==> src/rtl/pulse_train_sequencer.sv <==
// Clock-counted pulse-train generator: on start, emits N pulses of H high / L low
// cycles, then strobes done for one cycle. All outputs are registered.
module pulse_train_sequencer #(
  parameter int LEN_W = 8,
  parameter int CNT_W = 8
) (
  input  logic             clk,
  input  logic             rst_n,
  input  logic             start,
  input  logic             abort,
  input  logic [LEN_W-1:0] high_len,
  input  logic [LEN_W-1:0] low_len,
  input  logic [CNT_W-1:0] pulse_count,
  output logic             signal,
  output logic             busy,
  output logic             done,
  output logic [CNT_W-1:0] pulses_left
);

  localparam logic [LEN_W-1:0] LEN_ONE = 1;
  localparam logic [CNT_W-1:0] CNT_ONE = 1;

  typedef enum logic [1:0] {IDLE, HIGH, LOW, DONE} state_t;

  state_t           state_reg, state_next;
  logic [LEN_W-1:0] phase_reg, phase_next;
  logic [LEN_W-1:0] hm1_reg, hm1_next;
  logic [LEN_W-1:0] lm1_reg, lm1_next;
  logic [CNT_W-1:0] left_reg, left_next;

  // Phase lengths are stored as length-1 so a zero field naturally means one cycle.
  always_comb begin
    state_next = state_reg;
    phase_next = phase_reg;
    hm1_next   = hm1_reg;
    lm1_next   = lm1_reg;
    left_next  = left_reg;
    case (state_reg)
      IDLE: begin
        if (start && !abort) begin
          if (pulse_count != '0) begin
            hm1_next   = (high_len == '0) ? '0 : high_len - LEN_ONE;
            lm1_next   = (low_len == '0) ? '0 : low_len - LEN_ONE;
            left_next  = pulse_count - CNT_ONE;
            phase_next = (high_len == '0) ? '0 : high_len - LEN_ONE;
            state_next = HIGH;
          end else begin
            state_next = DONE;
          end
        end
      end
      HIGH: begin
        if (abort) begin
          state_next = IDLE;
          phase_next = '0;
          left_next  = '0;
        end else if (phase_reg == '0) begin
          phase_next = lm1_reg;
          state_next = LOW;
        end else begin
          phase_next = phase_reg - LEN_ONE;
        end
      end
      LOW: begin
        if (abort) begin
          state_next = IDLE;
          phase_next = '0;
          left_next  = '0;
        end else if (phase_reg == '0) begin
          if (left_reg != '0) begin
            left_next  = left_reg - CNT_ONE;
            phase_next = hm1_reg;
            state_next = HIGH;
          end else begin
            state_next = DONE;
          end
        end else begin
          phase_next = phase_reg - LEN_ONE;
        end
      end
      DONE: begin
        state_next = IDLE;
      end
      default: begin
        state_next = IDLE;
      end
    endcase
  end

  // Outputs are decoded from the next state so they line up with the state they describe.
  always_ff @(posedge clk) begin
    if (!rst_n) begin
      state_reg   <= IDLE;
      phase_reg   <= '0;
      hm1_reg     <= '0;
      lm1_reg     <= '0;
      left_reg    <= '0;
      signal      <= 1'b0;
      busy        <= 1'b0;
      done        <= 1'b0;
      pulses_left <= '0;
    end else begin
      state_reg   <= state_next;
      phase_reg   <= phase_next;
      hm1_reg     <= hm1_next;
      lm1_reg     <= lm1_next;
      left_reg    <= left_next;
      signal      <= (state_next == HIGH);
      busy        <= (state_next == HIGH) || (state_next == LOW);
      done        <= (state_next == DONE);
      pulses_left <= left_next;
    end
  end

endmodule

==> config.mk <==
export PLATFORM = sky130hd
export DESIGN_NAME = pulse_train_sequencer
export DESIGN_NICKNAME = d
export VERILOG_FILES = /design/src/rtl/pulse_train_sequencer.sv
export SDC_FILE = /design/constraint.sdc
export NUM_CORES = 1
export LEC_CHECK = 0
export BUFFER_PORTS_ARGS = -buffer_cell sky130_fd_sc_hd__buf_2
export CORE_MARGIN = 3
export CORE_UTILIZATION = 57
export DETAILED_ROUTE_END_ITERATION = 12
export GPL_ROUTABILITY_DRIVEN = 0
export PLACE_DENSITY = 0.84
export SLEW_MARGIN = 15
export SYNTH_ARGS = -nofsm -noshare
export SYNTH_HDL_FRONTEND = slang
export SYNTH_SLANG_ARGS = --single-unit
==> constraint.sdc <==
create_clock -name clk -period 2.63 [get_ports clk]
set_input_delay 0.526 -clock clk [delete_from_list [all_inputs] [get_ports clk]]
set_output_delay 0.526 -clock clk [all_outputs]
set_load 0.01 [all_outputs]
==> out/metrics.yaml <==
status:
  outcome: "finished clean"
clocking:
  clk_pin_slew_ns: 0.08
  clock-sinks: 37
  cts_setup_buffers: 0
  cts_root_buf: "clkbuf_8"
  clockBufferDepth: 2
  clkLatencyLatePin_ns: 0.29
  cts_tree: "yes"
  holdBufCountCts: 0
  cts_buffers: 5
  cts_resized: 0
  cts_max_level: 2
critical_path:
  ff2ff_setup_slack_ns: 0.28
  required_ns: 2.87
  cp_slowest_stage_delay_ns: 0.47
  worst-setup-path-type: "register to register"
  cp.arrival_ns: 2.59
  crit_path_start: "state_reg[0]"
  rr_worst_depth: 8
  cp_max_fo: 10
  startpoint_type: "register"
  cp-endpoint: "phase_reg[2]"
  reg2reg_from: "state_reg[0]"
  reg2reg_to: "phase_reg[2]"
  cpMaxStageDelayCell: "a2bb2oi_1"
  critPathCaptureType: "register"
  crit_chain: "inv_1 > ha_1 > nor2b_1 > buf_4 > a2bb2oi_1 > a221oi_1 > o21ai_0 > o221a_2"
floorplanning:
  die_w_um: 72.21
  start_util: 0.6072
  dieHeight_um: 72.21
  io-pin-count: 39
  coreArea_um2: 4115
  fp-row-count: 23
  die_area_um2: 5214
run:
  max_cap_violations: 0
yosys:
  avgSynthCellArea_um2: 8.086
  synth-edff-count: 0
  yosys_warnings: 0
  ys_seq_area_frac: 0.2964
  ys.flop_type: "dfxtp_1"
  ys_ff_latch: 37
  synthCells: 309
  synthArstFlopShare: 0
  netlist_area_um2: 2499
  yosysUniqueCellTypes: 62
  syn-num-nets: 351
routing:
  first_iter_violations: 266
  viasPerCell: 6.310
  wl_per_cell_um: 15.22
  drtAntennaViolNets: 0
  drc: 0
  routed_wirelength_mm: 6.087
  via_count: 2524
  first_pass_iters: 5
timing:
  setup_viol: 0
  worst_slew_pin_slew_ns: 0.7899
  hold_viol: 0
  finalSetupTns_ns: 0
  drv_slew: 0
  timing.fmax_mhz: 424.9
  skew_ns: 0.005519
  period_share: 0.8950
  slew_headroom: 0.4728
  rsz0062_at_grt: "false"
  finalCriticalPeriod_ns: 2.354
power:
  power_leakage_nw: 1.189
  powerDensity_nw_per_um2: 691.1
  total_power_mw: 2.003
  peakVddDrop_mv: 0.4383
global_route:
  antenna_found_initial: 0
  grtUsageTotal: 0.2417
  grt_pass1_vias: 2253
  overflow: 0
  grt_first_pass_wirelength_mm: 10.23
  grt_max_degree: 29
finish:
  area_growth_pct: 15.97
  layout_common_cells: "buf_2 (38), dfxtp_1 (37), nor2_1 (31), a21oi_1 (28), nor3_1 (21)"
  layout_commonest_cell: "buf_2"
  nets: 391
  n_fill_cell: 326
  drive_gt1_frac: 0.2000
  finalNonFillerCells: 400
  antenna_cells: 0
min_path:
  worstHoldPathCells: 2
  hp-start: "hm1_reg[6]"
  hold_class: "register to register"
place:
  placed_cells: 392
  dp_hpwl_mm: 4.552
  port_buffers: 38
[worst min-delay path by stage]
stage / slack, ns / end
floorplan: 0.43 / hm1_reg[5]
global placement: 0.44 / hm1_reg[6]
detailed placement: 0.44 / hm1_reg[6]
CTS: 0.46 / hm1_reg[6]
global route: 0.49 / hm1_reg[6]
finish: 0.45 / hm1_reg[6]
[cell type report]
type                    instances  area [um2]  share of cell area
flip-flops and latches         37       740.7              0.2556
well taps                      50       62.56             0.02159
clock buffers                   5       68.82             0.02375
inverters                      18       67.56             0.02332
clock inverters                 3       65.06             0.02245
multi-input cells             239        1628              0.5617
repair buffers                 48       265.3             0.09154
[critical path: cells and delay by family (launching register included)]
| family | cells | cell delay (ns) |
|---|---|---|
| AO/OA/AOI/OAI | 4 | 1.05 |
| buffers and inverters | 2 | 0.38 |
| adder cells (fa/ha/maj) | 1 | 0.17 |
| AND/OR/NAND/NOR | 1 | 0.36 |
| flip-flops | 1 | 0.34 |
[power breakdown]
part	total [mW]	internal (mW)	switching (mW)
combinational	0.705	0.290	0.415
sequential	0.708	0.634	0.0733
clock	0.590	0.377	0.213
[layer usage]
| metal | routed length [um] | up-vias | track usage | part of all wire |
|---|---|---|---|---|
| li1 | - | 1228 | - | - |
| met1 | 2825 | 1170 | 0.3319 | 0.46 |
| met2 | 2777 | 113 | 0.3913 | 0.46 |
| met3 | 413 | 13 | 0.04571 | 0.068 |
| met4 | 70 | 0 | 0.05846 | 0.011 |
| met5 | 0 | - | 0 | 0 |
[stage by stage]
step | hold WS (ns) | utilization | worst slack (ns) | cell area, um2
after CTS | 0.4552 | 0.7042 | 0.2816 | 2898
after global routing | 0.4880 | 0.7042 | 0.06824 | 2898
after detailed placement | 0.4450 | 0.6716 | 0.2358 | 2764
after floorplan | 0.4315 | - | 0.4855 | 2499
after global placement | 0.4406 | 0.6716 | 0.2658 | 2764
final | 0.4510 | 0.7042 | 0.2763 | 2898
[cells by family (layout without fill, tap and decap cells)]
| logic type | Yosys count | in the layout | share of synthesized area |
|---|---|---|---|
| muxes | 3 | 3 | 0.01202 |
| buffers and inverters | 33 | 74 | 0.05207 |
| adders and majority gates | 14 | 14 | 0.07011 |
| AOI/OAI and AO/OA | 99 | 99 | 0.2804 |
| xor gates and xnor gates | 15 | 15 | 0.05258 |
| DFF | 37 | 37 | 0.2964 |
| and+or+nand+nor | 108 | 108 | 0.2364 |
[synthesized netlist by cell type, types with 5 or more instances]
library cell | n | area, um2
a21oi_1 | 28 | 140.1
nand2_1 | 13 | 48.80
nor3_1 | 21 | 105.1
a31oi_1 | 5 | 31.28
o21ai_0 | 16 | 80.08
xor2_1 | 6 | 52.55
a211oi_1 | 7 | 52.55
dfxtp_1 | 37 | 740.7
clkbuf_1 | 9 | 33.78
xnor2_1 | 9 | 78.83
nor2b_1 | 5 | 31.28
buf_2 | 5 | 25.02
inv_1 | 18 | 67.56
ha_1 | 14 | 175.2
nor2_1 | 31 | 116.4
o31ai_1 | 6 | 45.04
Note: power is estimated with default switching activity, not from simulation.
